[src/rtl/tt_pkg.sv]
// Shared types and constants for the truth-table sweeper.
// Latency: n/a (declarations only).
// Backpressure: n/a.
package tt_pkg;

    // Default function input width and the resulting truth-table width.
    localparam int N_IN_DEF = 4;
    localparam int TBL_W    = 1 << N_IN_DEF;

    // Truth table of t = p q' r' s + r s', indexed by {p,q,r,s}.
    localparam logic [TBL_W-1:0] TT_REF_MASK = 16'h4644;

    typedef enum logic [1:0] {
        ST_IDLE   = 2'd0,
        ST_SETTLE = 2'd1,
        ST_SAMPLE = 2'd2,
        ST_DONE   = 2'd3
    } tt_state_e;

endpackage

[src/rtl/truth_table_sweeper_if.sv]
// Bus between the sweeper and whoever controls it / hosts the function block.
// Latency: n/a (wires only).
// Backpressure: none; start is accepted only when the sweeper is idle.
// master: drives start/abort/expected and the function output f_in.
// slave : drives vec_out plus the status and result fields.
interface truth_table_sweeper_if
    import tt_pkg::*;
#(
    parameter int N_IN = N_IN_DEF
);
    localparam int TW = 1 << N_IN;

    logic            start;
    logic            abort;
    logic [TW-1:0]   expected;
    logic [N_IN-1:0] vec_out;
    logic            f_in;
    logic            busy;
    logic            done;
    logic [TW-1:0]   table_out;
    logic [TW-1:0]   mismatch;
    logic [N_IN:0]   err_count;
    logic [N_IN-1:0] first_fail;
    logic            pass;

    modport master (
        output start, abort, expected, f_in,
        input  vec_out, busy, done, table_out, mismatch, err_count, first_fail, pass
    );

    modport slave (
        input  start, abort, expected, f_in,
        output vec_out, busy, done, table_out, mismatch, err_count, first_fail, pass
    );

endinterface

[src/rtl/tt_settle_timer.sv]
// Settle-time down-counter; expire_o high once a vector has been held long enough.
// Latency: expire_o rises SETTLE-1 enabled cycles after clr_i.
// Backpressure: none; counter freezes at zero until cleared again.
// Ports: clk, rst_n; clr_i reloads the count; en_i decrements; expire_o = count is zero.
module tt_settle_timer #(
    parameter int SETTLE = 2
) (
    input  logic clk,
    input  logic rst_n,
    input  logic clr_i,
    input  logic en_i,
    output logic expire_o
);
    localparam int CW   = (SETTLE > 1) ? $clog2(SETTLE) : 1;
    // The FSM's own SETTLE->SAMPLE transition consumes one cycle, so load SETTLE-1.
    localparam int LOAD = (SETTLE > 0) ? SETTLE - 1 : 0;

    logic [CW-1:0] cnt_q, cnt_d;

    always_comb begin
        cnt_d = cnt_q;
        if (clr_i) begin
            cnt_d = CW'(LOAD);
        end else if (en_i && (cnt_q != '0)) begin
            cnt_d = cnt_q - 1'b1;
        end
    end

    always_ff @(posedge clk or negedge rst_n) begin
        if (!rst_n) begin
            cnt_q <= '0;
        end else begin
            cnt_q <= cnt_d;
        end
    end

    assign expire_o = (cnt_q == '0);

endmodule

[src/rtl/truth_table_sweeper.sv]
// Exhaustive truth-table sweep of a combinational function with settle time and result compare.
// Latency: start->done = 2^N_IN*(SETTLE+1)+1 cycles; each vector held SETTLE+1 cycles.
// Backpressure: start ignored unless idle; abort returns to idle from any busy/done state.
// Ports: clk, rst_n (async active-low); bus = slave side of truth_table_sweeper_if
//        (start/abort/expected/f_in in; vec_out/busy/done/table_out/mismatch/err_count/first_fail/pass out).
module truth_table_sweeper
    import tt_pkg::*;
#(
    parameter int N_IN   = N_IN_DEF,
    parameter int SETTLE = 2
) (
    input  logic                  clk,
    input  logic                  rst_n,
    truth_table_sweeper_if.slave  bus
);
    localparam int TW = 1 << N_IN;
    localparam tt_state_e ST_AFTER_VEC = (SETTLE == 0) ? ST_SAMPLE : ST_SETTLE;

    tt_state_e       state_q, state_d;
    logic [N_IN-1:0] idx_q, idx_d;
    logic [N_IN-1:0] vec_q, vec_d;
    logic [TW-1:0]   exp_q, exp_d;
    logic [TW-1:0]   tbl_q, tbl_d;
    logic [TW-1:0]   mis_q, mis_d;
    logic [N_IN:0]   err_q, err_d;
    logic [N_IN-1:0] ff_q, ff_d;
    logic            pass_q, pass_d;
    logic            tmr_clr, tmr_en, tmr_exp;
    logic            bit_mis;

    tt_settle_timer #(.SETTLE(SETTLE)) u_timer (
        .clk      (clk),
        .rst_n    (rst_n),
        .clr_i    (tmr_clr),
        .en_i     (tmr_en),
        .expire_o (tmr_exp)
    );

    assign bit_mis = bus.f_in ^ exp_q[idx_q];

    always_comb begin
        state_d = state_q;
        idx_d   = idx_q;
        vec_d   = vec_q;
        exp_d   = exp_q;
        tbl_d   = tbl_q;
        mis_d   = mis_q;
        err_d   = err_q;
        ff_d    = ff_q;
        pass_d  = pass_q;
        tmr_clr = 1'b0;
        tmr_en  = 1'b0;

        unique case (state_q)
            ST_IDLE: begin
                // abort wins over a simultaneous start
                if (bus.start && !bus.abort) begin
                    exp_d   = bus.expected;
                    tbl_d   = '0;
                    mis_d   = '0;
                    err_d   = '0;
                    ff_d    = '0;
                    pass_d  = 1'b0;
                    idx_d   = '0;
                    vec_d   = '0;
                    tmr_clr = 1'b1;
                    state_d = ST_AFTER_VEC;
                end
            end
            ST_SETTLE: begin
                if (bus.abort) begin
                    vec_d   = '0;
                    tmr_clr = 1'b1;
                    state_d = ST_IDLE;
                end else if (tmr_exp) begin
                    state_d = ST_SAMPLE;
                end else begin
                    tmr_en = 1'b1;
                end
            end
            ST_SAMPLE: begin
                if (bus.abort) begin
                    vec_d   = '0;
                    tmr_clr = 1'b1;
                    state_d = ST_IDLE;
                end else begin
                    tbl_d[idx_q] = bus.f_in;
                    mis_d[idx_q] = bit_mis;
                    if (bit_mis) begin
                        err_d = err_q + 1'b1;
                        // indices ascend, so the first error seen is the lowest one
                        if (err_q == '0) begin
                            ff_d = idx_q;
                        end
                    end
                    if (&idx_q) begin
                        // pass is resolved here so it is already valid while done is high
                        pass_d  = (err_d == '0);
                        state_d = ST_DONE;
                    end else begin
                        idx_d   = idx_q + 1'b1;
                        vec_d   = idx_q + 1'b1;
                        tmr_clr = 1'b1;
                        state_d = ST_AFTER_VEC;
                    end
                end
            end
            ST_DONE: begin
                vec_d   = '0;
                state_d = ST_IDLE;
            end
            default: begin
                vec_d   = '0;
                state_d = ST_IDLE;
            end
        endcase
    end

    always_ff @(posedge clk or negedge rst_n) begin
        if (!rst_n) begin
            state_q <= ST_IDLE;
            idx_q   <= '0;
            vec_q   <= '0;
            exp_q   <= '0;
            tbl_q   <= '0;
            mis_q   <= '0;
            err_q   <= '0;
            ff_q    <= '0;
            pass_q  <= 1'b0;
        end else begin
            state_q <= state_d;
            idx_q   <= idx_d;
            vec_q   <= vec_d;
            exp_q   <= exp_d;
            tbl_q   <= tbl_d;
            mis_q   <= mis_d;
            err_q   <= err_d;
            ff_q    <= ff_d;
            pass_q  <= pass_d;
        end
    end

    assign bus.vec_out    = vec_q;
    assign bus.busy       = (state_q == ST_SETTLE) || (state_q == ST_SAMPLE);
    assign bus.done       = (state_q == ST_DONE);
    assign bus.table_out  = tbl_q;
    assign bus.mismatch   = mis_q;
    assign bus.err_count  = err_q;
    assign bus.first_fail = ff_q;
    assign bus.pass       = pass_q;

endmodule
[src/flat_wrapper.sv]
// flat-port wrapper written by rule: the top's interface ports become plain ports
module truth_table_sweeper_flat import tt_pkg::*;
#(
    parameter int N_IN   = N_IN_DEF,
    parameter int SETTLE = 2
)
  (clk, rst_n, bus_start, bus_abort, bus_expected, bus_f_in, bus_vec_out, bus_busy, bus_done, bus_table_out, bus_mismatch, bus_err_count, bus_first_fail, bus_pass);
  truth_table_sweeper_if #(.N_IN(N_IN)) bus_i ();
  input  logic clk;
  input  logic rst_n;
  input wire logic [$bits(bus_i.start)-1:0] bus_start;
  input wire logic [$bits(bus_i.abort)-1:0] bus_abort;
  input wire logic [$bits(bus_i.expected)-1:0] bus_expected;
  input wire logic [$bits(bus_i.f_in)-1:0] bus_f_in;
  output wire logic [$bits(bus_i.vec_out)-1:0] bus_vec_out;
  output wire logic [$bits(bus_i.busy)-1:0] bus_busy;
  output wire logic [$bits(bus_i.done)-1:0] bus_done;
  output wire logic [$bits(bus_i.table_out)-1:0] bus_table_out;
  output wire logic [$bits(bus_i.mismatch)-1:0] bus_mismatch;
  output wire logic [$bits(bus_i.err_count)-1:0] bus_err_count;
  output wire logic [$bits(bus_i.first_fail)-1:0] bus_first_fail;
  output wire logic [$bits(bus_i.pass)-1:0] bus_pass;
  assign bus_i.start = bus_start;
  assign bus_i.abort = bus_abort;
  assign bus_i.expected = bus_expected;
  assign bus_i.f_in = bus_f_in;
  assign bus_vec_out = bus_i.vec_out;
  assign bus_busy = bus_i.busy;
  assign bus_done = bus_i.done;
  assign bus_table_out = bus_i.table_out;
  assign bus_mismatch = bus_i.mismatch;
  assign bus_err_count = bus_i.err_count;
  assign bus_first_fail = bus_i.first_fail;
  assign bus_pass = bus_i.pass;
  truth_table_sweeper #(.N_IN(N_IN), .SETTLE(SETTLE)) u_core (.clk(clk), .rst_n(rst_n), .bus(bus_i));
endmodule
[config.mk]
export PLATFORM = sky130hd
export DESIGN_NAME = truth_table_sweeper_flat
export DESIGN_NICKNAME = d
export VERILOG_FILES = /design/src/rtl/tt_pkg.sv /design/src/rtl/truth_table_sweeper_if.sv /design/src/rtl/tt_settle_timer.sv /design/src/rtl/truth_table_sweeper.sv /design/src/flat_wrapper.sv
export SDC_FILE = /design/constraint.sdc
export NUM_CORES = 1
export LEC_CHECK = 0
export ABC_AREA = 1
export CORE_UTILIZATION = 30
export DETAILED_ROUTE_END_ITERATION = 8
export GPL_ROUTABILITY_DRIVEN = 0
export PLACE_DENSITY = 0.55
export SETUP_SLACK_MARGIN = 0.4
export SYNTH_ARGS = -nofsm -noshare
export SYNTH_HDL_FRONTEND = slang
export SYNTH_SLANG_ARGS = --single-unit
[constraint.sdc]
create_clock -name clk -period 4.89 [get_ports clk]
set_input_delay 0.489 -clock clk [delete_from_list [all_inputs] [get_ports clk]]
set_output_delay 0.489 -clock clk [all_outputs]
set_load 0.02 [all_outputs]
==> metrics list <==
* TritonCTS clock tree: yes
- Mapped Avg Cell Area: 8.82 um^2
- Cell area after placement: 0.00423 mm^2
- Cell internal power was estimated by the tool at 1290 uW.
- Leakage power summed over all cells: 0.00199 uW
- Clock latency on the worst-skew pair, taken at its later pin, is 0.33 ns.
- Crit path time final: 2.70 ns
- Power per cell area: 451 mW/mm^2
- Sw power: 740 uW
* Area growth syn-to-layout: 30.0%
- In the routed layout, each cell is associated on average with a via count of 4.83.
- Fin area: 0.00451 mm^2
- Cell type with the highest aggregate area in the netlist: dfrtp_1
- Layout cell share with drive strength beyond 1: 8.86%
- The die is 109 um wide.
- The first detailed-routing pass ran for 4 iterations.
- Maximum achievable frequency: 371 MHz
- Data on the critical path arrives at its endpoint at 2.94 ns.
- The die covers 0.0120 mm^2.
- Summed over all layers, the routed wires come to 8570 um.
- Switching share of power: 36.4%
- The run finished with clean final reports.
- Counting every instance in the synthesized netlist gives 393.
* Cells traversed along the worst timing path: inv_1 -> ha_1 -> inv_2 -> nand2_1 -> o21ai_0 -> o22ai_1
* Capture instance of the worst register-to-register path: u_core.bus.table_out[14]
- Hold/Removal Path Class: primary input to asynchronous set/reset pin
* Iter 0 DRT Violations: 188
* Antenna violation net count after detailed routing: 0
- During synthesis, Yosys emitted a total of 0 warnings.
- On the critical path, the stage with the largest delay is an instance of nand2_1.
- Among all flip-flop cells after synthesis, the most frequent one is dfrtp_1.
- Clock input transition at the sequential cells of the worst setup and hold paths: 0.05 ns
- Gates resized, CTS repair: 0
- The clock network is responsible for 30.5% of the overall power.
- The count of endpoints failing hold in the final timing report came to 0.
- Headroom to the max-slew limit came out at 24.9%.
- Between clock sinks in the finished design, the worst skew comes to 0.00793 ns.
* Num CTS Buffers: 9
- R2R Path Start: u_core.state_q[0]
* Starting density of the core: 31.4%
- Row generation in the floorplan step produced 38 rows.
- After the last flow step, the layout net total stands at 490.
* Req. time, crit path: 5.14 ns
* Total routing usage reported by global routing: 15.6%
* Total power after layout: 2030 uW
- Gr ovfl total: 0
* Via count of the first global-routing pass: 2,825
- Once detailed placement completed, the half-perimeter wirelength came to 6060 um.
- The most critical setup path has its startpoint at u_core.state_q[0].
- In this run the standard cell core region covers 0.0110 mm^2.
- In the routed design, unresolved DRC markers number 0.
* Sequential cell fraction of total power: 35.8%
- In the final layout, the multi-input gates occupy 0.00146 mm^2.
* Largest voltage drop on the vdd net: 199 uV
* Hold-fix buffer count after cts: 0
* Startpoint class of the critical path: flop
- Number of nets in the synthesized netlist: 424
- Post-synth design cell area: 0.00346 mm^2
* Share of the yosys chip area belonging to registers: 49.8%
- H-Tree Depth: 3
- Fill cells in the final layout number 1,124.
- Number of clock sinks: 69
- The tree is rooted in a clkbuf_16.
- Along the worst path, the maximum fanout reaches 33.
- Worst setup path class: flop to flop
- Count of final max-slew check failures: 0
- For this run, the slowest stage of the critical path takes 0.91 ns.
- The setup check on the worst reg-to-reg path leaves a slack of 2.19 ns.
* Number of buffers inserted to repair setup after CTS: 0
* Count of input and output buffers: 68
* Final count of negative-setup-slack endpoints: 0
- Counting distinct cell types in the post-synthesis netlist gives 31.
- Measured along the y axis, the die boundary spans 109 um.
* R2R cell count: 6
- In the final routed layout, each cell accounts on average for 14.2 um.
- Post-route setup TNS: 0 ns
* Synth top area cells: dfrtp_1 50%, nand3_1 10%, nand2_1 8.0%
* Count of vias placed by the detailed router: 2,910
- Once layout is complete, the utilization of the core stands at 40.8%.
* Proportion of netlist area held by the largest area contributor: 49.8%
- Combinational cell fraction of total power: 33.7%
- In this run the deepest clock path goes through 2 buffers.
* Max capacitance violation total: 0
- Of the available clock period, the critical path in the final layout requires 55.1%.
- IO Count: 69
- For this run, asynchronously set or reset flops after synthesis account for 100%.
- Entering global routing, the biggest net connects 70 pins.
- Number of diodes added for antenna fixing: 0
- Unrepaired setup endpoints after global routing: false
* Most numerous cell types in the synthesized netlist: 74 x nand2_1, 70 x nand3_1, 69 x dfrtp_1
- For the pin with the worst max-slew slack, the measured transition is 1.12 ns.
- The number of antenna violations at the first check in global routing came to 0.
- In the post-synthesis netlist, the cell with the most instances is nand2_1.
- Sequential Area: 0.00173 mm^2
- Count of flip-flops with a built-in enable after synthesis: 0
* Crit path capture type: flop
- After synthesis the netlist holds a flip-flop and latch count of 69.
- The first global-routing pass estimated 14,300 um of wire.
## critical path: cells and delay by family, from the launching register on
kind | cells | cell delay [ns]
AOI/OAI and AO/OA | 2 | 0.52
adders and majority gates | 1 | 0.37
buffers and inverters | 2 | 0.41
DFF | 1 | 0.40
and+or+nand+nor | 1 | 0.91
## per-stage QoR
stage	worst slack, ns	instances	hold slack [ns]
6_report	2.19	603	0.378
5_1_grt	1.85	603	0.436
4_1_cts	2.19	603	0.405
3_5_place_dp	1.97	588	0.474
3_3_place_gp	2.04	588	0.474
2_1_floorplan	3.04	393	0.193
## logic make-up (layout without fill, tap and decap cells)
group                      Yosys count  count (layout)  share of synthesized area [%]
adders and majority gates           10              10                           3.61
xor gates and xnor gates             4               4                           1.01
DFF                                 69              69                           49.8
and+or+nand+nor                    173             173                           22.8
buffers and inverters               61             131                           8.02
AOI/OAI and AO/OA                   76              76                           14.7
## flip-flops by register name, summed over array words and instances (netlist names)
name / flops
u_core.bus.table_out: 16
u_core.bus.mismatch: 16
u_core.bus.err_count: 5
u_core.idx_q: 4
u_core.bus.vec_out: 4
u_core.state_q: 2
u_core.bus.first_fail: 4
u_core.bus.pass: 1
u_core.exp_q: 16
u_core.u_timer.cnt_q: 1
## worst max-delay path by stage
stage / cells past startpoint / to / slack [ns]
after floorplan: 13 / u_core.bus.mismatch[10] / 3.04
after global placement: 8 / u_core.bus.mismatch[12] / 2.04
after detailed placement: 8 / u_core.bus.table_out[14] / 1.97
after CTS: 6 / u_core.bus.table_out[14] / 2.19
after global routing: 6 / u_core.bus.table_out[14] / 1.85
final: 6 / u_core.bus.table_out[14] / 2.19
## area by class of cell
class / count / share of cell area [%]
sequential: 69 / 38.3
multi-input combinational: 263 / 32.5
timing repair buffer: 70 / 15.3
clock buffer: 13 / 5.33
inverter: 46 / 3.89
tap: 140 / 3.89
clock inverter: 2 / 0.778
## power groups by stage
stage               Sequential, uW  Combinational [uW]  Clock [uW]
detailed placement             737                 692           0
global route                   743                 773         663
CTS                            729                 697         630
finish                         728                 686         619
floorplan                      758                 490           0
global placement               737                 684           0
## routing by layer
metal	track usage, %	part of all wire [%]	vias up
li1	-	-	1445
met1	22.0	48	1378
met2	23.8	45	76
met3	2.61	5.1	11
met4	6.29	1.6	0
met5	0	0	-
## placed cells by master (no fill, tap or decap), drive strengths merged
cell / n
clkbuf: 13
nand3: 71
o32ai: 1
a21oi: 5
nor3: 1
and2: 1
o21a: 3
o31ai: 15
inv: 46
bufinv: 1
o22ai: 6
clkdlybuf4s50: 67
buf: 3
nor2: 17
o2bb2ai: 1
o21ai: 45
dfrtp: 69
xor2: 4
nand2: 83
clkinv: 1
ha: 10
(Power assumes the default switching activity.)
